==> src/rtl/stage_sequencer_pkg.sv <==
// Shared stage codes, FSM state encodings and helpers for the stage sequencer.
`default_nettype none

package stage_sequencer_pkg;

  localparam logic [2:0] STAGE_IDLE      = 3'd0;
  localparam logic [2:0] STAGE_FETCH     = 3'd1;
  localparam logic [2:0] STAGE_DECODE    = 3'd2;
  localparam logic [2:0] STAGE_EXECUTE   = 3'd3;
  localparam logic [2:0] STAGE_MEMORY    = 3'd4;
  localparam logic [2:0] STAGE_WRITEBACK = 3'd5;

  localparam int STATE_W = 3;
  localparam logic [STATE_W-1:0] ST_IDLE      = 3'd0;
  localparam logic [STATE_W-1:0] ST_RUN       = 3'd1;
  localparam logic [STATE_W-1:0] ST_STALL     = 3'd2;
  localparam logic [STATE_W-1:0] ST_STEP_WAIT = 3'd3;
  localparam logic [STATE_W-1:0] ST_HALTED    = 3'd4;

  localparam int STALL_CNT_W = 8;

  // A running stage code must lie in FETCH..last.
  function automatic logic stage_in_range(input logic [2:0] s, input logic [2:0] last);
    return (s >= STAGE_FETCH) && (s <= last);
  endfunction

endpackage

`default_nettype wire

==> src/rtl/stage_sequencer_sat_counter.sv <==
// sat_counter: up-counter with synchronous clear and a saturate-or-wrap select.
`default_nettype none

module sat_counter #(
  parameter int WIDTH    = 16,
  parameter bit SATURATE = 1'b1
) (
  input  logic             clk,
  input  logic             rst_n,
  input  logic             clear,
  input  logic             enable,
  output logic [WIDTH-1:0] count
);

  logic at_max;
  assign at_max = (count == {WIDTH{1'b1}});

  always_ff @(posedge clk or negedge rst_n) begin
    if (!rst_n) begin
      count <= '0;
    end else if (clear) begin
      count <= '0;
    end else if (enable && !(SATURATE && at_max)) begin
      count <= count + 1'b1;
    end
  end

endmodule

`default_nettype wire

==> src/rtl/stage_sequencer.sv <==
// stage_sequencer: five-stage instruction sequencer with memory stall, halt and single-step control.
// Rev 1.0
`default_nettype none

module stage_sequencer
  import stage_sequencer_pkg::*;
#(
  parameter int NUM_STAGES  = 5,
  parameter int STALL_STAGE = 4,
  parameter int MAX_STALL   = 15,
  parameter int COUNT_W     = 16
) (
  input  logic               clk,
  input  logic               rst_n,
  input  logic               run,
  input  logic               halt_req,
  input  logic               resume,
  input  logic               single_step,
  input  logic               step,
  input  logic               mem_wait,
  output logic [2:0]         stage,
  output logic               instr_done,
  output logic               halted,
  output logic               stall_timeout,
  output logic [COUNT_W-1:0] cycle_count,
  output logic [COUNT_W-1:0] instr_count
);

  localparam logic [2:0] LAST_STAGE  = 3'(NUM_STAGES);
  localparam logic [2:0] HOLD_STAGE  = 3'(STALL_STAGE);
  localparam logic [2:0] AFTER_HOLD  = 3'(STALL_STAGE + 1);
  localparam logic [STALL_CNT_W-1:0] STALL_LIMIT = STALL_CNT_W'(MAX_STALL);

  logic [STATE_W-1:0]     state, next_state;
  logic [2:0]             next_stage;
  logic                   stall_hold;
  logic                   stall_exit;
  logic                   force_adv;
  logic                   instr_end;
  logic [STALL_CNT_W-1:0] stall_cnt;

  // State register plus the registered outputs that follow it.
  always_ff @(posedge clk or negedge rst_n) begin
    if (!rst_n) begin
      state         <= ST_IDLE;
      stage         <= STAGE_IDLE;
      instr_done    <= 1'b0;
      stall_timeout <= 1'b0;
    end else begin
      state         <= next_state;
      stage         <= next_stage;
      instr_done    <= instr_end;
      stall_timeout <= stall_timeout | force_adv;
    end
  end

  always_comb begin
    next_state = state;
    next_stage = stage;
    stall_hold = 1'b0;
    stall_exit = 1'b0;
    force_adv  = 1'b0;
    instr_end  = 1'b0;
    case (state)
      ST_IDLE: begin
        next_stage = STAGE_IDLE;
        if (run) begin
          next_state = ST_RUN;
          next_stage = STAGE_FETCH;
        end
      end
      ST_RUN: begin
        if (!stage_in_range(stage, LAST_STAGE)) begin
          next_state = ST_IDLE;
          next_stage = STAGE_IDLE;
        end else if (stage == HOLD_STAGE && mem_wait) begin
          next_state = ST_STALL;
          stall_hold = 1'b1;
        end else if (stage == LAST_STAGE) begin
          // Control inputs are only honoured at an instruction boundary.
          instr_end = 1'b1;
          if (halt_req) begin
            next_state = ST_HALTED;
            next_stage = STAGE_IDLE;
          end else if (!run) begin
            next_state = ST_IDLE;
            next_stage = STAGE_IDLE;
          end else if (single_step) begin
            next_state = ST_STEP_WAIT;
            next_stage = STAGE_IDLE;
          end else begin
            next_stage = STAGE_FETCH;
          end
        end else begin
          next_stage = stage + 3'd1;
        end
      end
      ST_STALL: begin
        if (mem_wait && stall_cnt < STALL_LIMIT) begin
          stall_hold = 1'b1;
        end else begin
          next_state = ST_RUN;
          next_stage = AFTER_HOLD;
          stall_exit = 1'b1;
          force_adv  = mem_wait;
        end
      end
      ST_STEP_WAIT: begin
        next_stage = STAGE_IDLE;
        if (halt_req) begin
          next_state = ST_HALTED;
        end else if (!run) begin
          next_state = ST_IDLE;
        end else if (step) begin
          next_state = ST_RUN;
          next_stage = STAGE_FETCH;
        end
      end
      ST_HALTED: begin
        next_stage = STAGE_IDLE;
        if (resume) begin
          if (run) begin
            next_state = ST_RUN;
            next_stage = STAGE_FETCH;
          end else begin
            next_state = ST_IDLE;
          end
        end
      end
      default: begin
        next_state = ST_IDLE;
        next_stage = STAGE_IDLE;
      end
    endcase
  end

  always_comb begin
    halted = (state == ST_HALTED);
  end

  sat_counter #(
    .WIDTH    (COUNT_W),
    .SATURATE (1'b1)
  ) u_cycle_count (
    .clk    (clk),
    .rst_n  (rst_n),
    .clear  (1'b0),
    .enable (stage != STAGE_IDLE),
    .count  (cycle_count)
  );

  sat_counter #(
    .WIDTH    (COUNT_W),
    .SATURATE (1'b0)
  ) u_instr_count (
    .clk    (clk),
    .rst_n  (rst_n),
    .clear  (1'b0),
    .enable (instr_end),
    .count  (instr_count)
  );

  sat_counter #(
    .WIDTH    (STALL_CNT_W),
    .SATURATE (1'b1)
  ) u_stall_count (
    .clk    (clk),
    .rst_n  (rst_n),
    .clear  (stall_exit),
    .enable (stall_hold),
    .count  (stall_cnt)
  );

endmodule

`default_nettype wire

==> config.mk <==
export PLATFORM = sky130hd
export DESIGN_NAME = stage_sequencer
export DESIGN_NICKNAME = d
export VERILOG_FILES = /design/src/rtl/stage_sequencer_pkg.sv /design/src/rtl/stage_sequencer_sat_counter.sv /design/src/rtl/stage_sequencer.sv
export SDC_FILE = /design/constraint.sdc
export NUM_CORES = 1
export LEC_CHECK = 0
export CAP_MARGIN = 10
export CORE_ASPECT_RATIO = 1.4
export CORE_MARGIN = 2
export CORE_UTILIZATION = 47
export DETAILED_ROUTE_END_ITERATION = 10
export PLACE_DENSITY = 0.76
export SLEW_MARGIN = 20
export SYNTH_ARGS = -nofsm -noshare
export SYNTH_HDL_FRONTEND = slang
export SYNTH_SLANG_ARGS = --single-unit
==> constraint.sdc <==
create_clock -name clk -period 1.55 [get_ports clk]
set_input_delay 0.155 -clock clk [delete_from_list [all_inputs] [get_ports clk]]
set_output_delay 0.155 -clock clk [all_outputs]
set_load 0.02 [all_outputs]
==> impl_metrics.py <==
metrics = {
    "sta": {
        "worst_slack_ns": -0.130,
        "clock-skew-final_ns": 0.00576,
        "timing_worst_slew_pin_value_ns": 0.487,
        "slew_headroom": 0.673,
        "timing.final.max_slew_violations": 0,
        "period_share": 1.08,
        "final_period_minus_worst_setup_slack_ns": 1.68,
        "fmax_mhz": 595,
        "final-hold-violation-count": 0,
        "rsz0062_at_grt": "yes",
        "setup_violating_endpoint_count_in_the_final_report": 26,
    },
    "drt": {
        "final_antenna_net_count": 0,
        "routed_wire_length_per_instance_um": 15.2,
        "initialDrtViolationCount": 93,
        "viasPerCell": 5.47,
        "drcViolationCount": 0,
        "total_iterations_of_the_first_detailed_routing_run": 4,
        "via_count": 2329,
        "drt-total-wl_mm": 6.47,
    },
    "setup_path": {
        "worstSetupStartpointType": "flip-flop",
        "crit_required_ns": 1.74,
        "cp_cell_sequence": "nor3b_4 -> and4b_2 -> and4_4 -> nand3_2 -> xnor2_1",
        "rr_startpoint": "state[2]",
        "r2r_cells": 5,
        "worst-setup-path-type": "flip-flop to flip-flop",
        "cpPeakStageDelay_ns": 0.47,
        "crit_path_max_fanout": 5,
        "endpoint_kind": "flip-flop",
        "setup.worst_path.start": "state[2]",
        "critical_path.slowest_cell": "sky130_fd_sc_hd__dfrtp_2",
        "cp.arrival_ns": 1.87,
    },
    "cells_and_area": {
        "drive_above_1_share": 0.386,
        "finalNonFillerCells": 426,
        "n_fill_cell": 378,
        "final_net_count": 370,
        "layout.core_utilization": 0.751,
        "post_route_cell_area_um2": 3900,
        "layout-area-overhead-vs-synth_pct": 53.7,
        "antenna_cells_inserted": 0,
    },
    "power_and_ir_drop": {
        "power.net_switching_mw": 1.76,
        "internal_power_mw": 3.10,
        "power_density_nw_per_um2": 1240,
        "power.leakage_nw": 2.08,
        "power.share.clock": 0.185,
        "pwr-share-comb": 0.467,
        "sw_frac_of_total": 0.363,
        "worst_ir_drop_vdd_uv": 825,
        "seq_power_share": 0.348,
        "finalPower_mw": 4.86,
    },
    "floorplan": {
        "core_area_um2": 5200,
        "die_h_um": 91.0,
        "die_width_um": 66.1,
        "io-pin-count": 46,
        "initial_core_utilization": 0.489,
        "rows": 31,
        "floorplan.die_area_um2": 6020,
    },
    "clocking": {
        "cts-htree-levels": 2,
        "cts.reportedPaths.clkPinSlew_ns": 0.09,
        "cts_made_buffers": 5,
        "clockBufferDepth": 2,
        "cts_tree": "done",
        "clock_insertion_delay_worst_skew_ns": 0.30,
        "number_of_sinks_on_the_clock_net": 48,
        "clock-root-buffer": "sky130_fd_sc_hd__clkbuf_8",
    },
    "global_routing": {
        "first_pass_grt_wire_length_mm": 10.4,
        "globalRoute.totalOverflow": 0,
        "grt_pass1_vias": 2307,
        "grt.total_usage": 0.219,
        "pin_count_of_the_biggest_net_entering_global_routing": 49,
        "initial_antenna_violation_count": 0,
    },
    "placement": {
        "post-dp-hpwl_mm": 4.23,
        "dp_cells": 406,
        "place_ws_ns": -0.265,
        "place.gp.congestion": 0.820,
        "placement.cell_area_um2": 3460,
        "portBuffers": 45,
    },
    "yosys": {
        "syn_inst": 249,
        "mappedNetlistArea_um2": 2540,
        "synth.yosys.warnings": 0,
        "synth_ff_type": "sky130_fd_sc_hd__dfrtp_1",
        "async_s_r_ff_share_synth": 1.00,
        "synth_nets": 260,
        "synth-edff-count": 0,
        "synth_cell_type_count": 47,
        "yosysSeqAreaShare": 0.473,
        "post_synth.cell_area_avg_um2": 10.2,
        "synth_seq_cells": 48,
    },
    "worst_hold_path": {
        "worst_hold_path_type": "primary input to asynchronous set/reset pin",
    },
    "run": {
        "timing.max_cap.violations": 0,
    },
    "status": {
        "outcome": "finished, violations left",
        "violations": "setup timing",
    },
}
## worst max-delay path: cells and delay by family (launching register included)
family        cells  cell delay, ns
xor+xnor          1            0.14
simple gates      4            0.96
flops             1            0.47
## sequential cells by signal (all words and copies together) (netlist names)
signal               flops
instr_done               1
stage                    3
stall_timeout            1
state                    3
u_cycle_count.count     16
u_instr_count.count     16
u_stall_count.count      8
## layout by cell type (no fill, tap or decap), drive strengths merged, types with 2 or more instances in the layout
cell type	count
xor2	10
buf	66
nand4	12
nand2	28
a21oi	6
and3	9
and4	4
a32o	2
clkbuf	5
o2bb2ai	2
inv	6
nor3b	4
dlymetal6s2s	16
o211ai	2
a211oi	3
mux2i	5
nor3	6
o21ai	6
nand2b	6
dfrtp	48
o21a	4
and4b	3
nor2	21
clkdlybuf4s50	15
and2	3
nor2b	3
xnor2	18
nand3	13
dlygate4sd2	12
ha	3
mux2	3
## timing repair
action	4_1_cts	5_1_grt
setup endpoints to repair	44	54
buffers inserted	5	7
cloned	0	0
endpoints found under the hold margin	48	0
pin swaps	8	17
hold buffers	1	0
resized for setup	31	55
## logic make-up (layout without fill, tap and decap cells)
logic type / count (synthesis) / count (layout) / synth area share
AO/OA/AOI/OAI: 33 / 33 / 0.0946
XOR/XNOR: 28 / 28 / 0.0965
adder cells (fa/ha/maj): 3 / 3 / 0.0148
buffers and inverters: 13 / 124 / 0.0291
flip-flops: 48 / 48 / 0.473
multiplexers: 8 / 8 / 0.0330
AND/OR/NAND/NOR: 116 / 116 / 0.259
## synth_stat cells, drive strengths merged (2+ instances only)
cell,instances,area [um2]
mux2,3,33.8
buf,6,47.5
nand3,13,85.1
o21a,4,30.0
mux2i,5,50.1
a32o,2,21.3
and3,9,56.3
o211ai,2,15.0
and2,3,18.8
ha,3,37.5
inv,6,22.5
nor2b,3,18.8
xnor2,18,158
nor2,21,78.8
o2bb2ai,2,17.5
a211oi,3,22.5
and4,4,37.5
nand2,28,105
nand4,12,75.1
o21ai,6,30.0
dfrtp,48,1200
nand2b,6,37.5
and4b,3,30.0
a21oi,6,30.0
nor3b,4,46.3
xor2,10,87.6
nor3,6,30.0
## final timing paths
kind	endpoint	slack [ns]
worst min-delay path	u_stall_count.count[3]	0.36
max in group asynchronous	u_cycle_count.count[14]	0.94
worst min register to register	stall_timeout	0.48
min in group clk	stall_timeout	0.48
worst max register to register	u_instr_count.count[11]	-0.13
worst max-delay path	u_instr_count.count[11]	-0.13
## through the flow
stage,hold slack [ns],setup TNS (ns)
after global placement,0.156,-2.71
after global routing,0.391,-3.63
after detailed placement,0.162,-3.40
after floorplan,-0.141,-1.59
after CTS,0.371,-1.01
final,0.356,-1.32
## per-layer routing
metal  wire length (um)  vias up  global-route usage
li1                   -     1121                   -
met1               2590     1156               0.271
met2               3610       42               0.382
met3                163       10              0.0359
met4                114        0              0.0663
met5                  0        -                   0
## power by group through the flow
stage / Clock, mW / Combinational [mW] / Sequential, mW
floorplan: 0 / 0.904 / 1.79
global placement: 0 / 1.81 / 1.66
detailed placement: 0 / 1.85 / 1.67
CTS: 0.914 / 1.89 / 1.65
global route: 0.984 / 2.43 / 1.72
finish: 0.899 / 2.27 / 1.69
## area by class of cell
| type | instances | area (um2) | area share |
|---|---|---|---|
| tap | 66 | 82.6 | 0.0212 |
| multi-input combinational | 188 | 1480 | 0.380 |
| sequential | 48 | 1220 | 0.313 |
| clock inverter | 3 | 42.5 | 0.0109 |
| clock buffer | 5 | 68.8 | 0.0176 |
| timing repair buffer | 110 | 983 | 0.252 |
| inverter | 6 | 22.5 | 0.00577 |
Note: power is estimated with default switching activity, not from simulation.
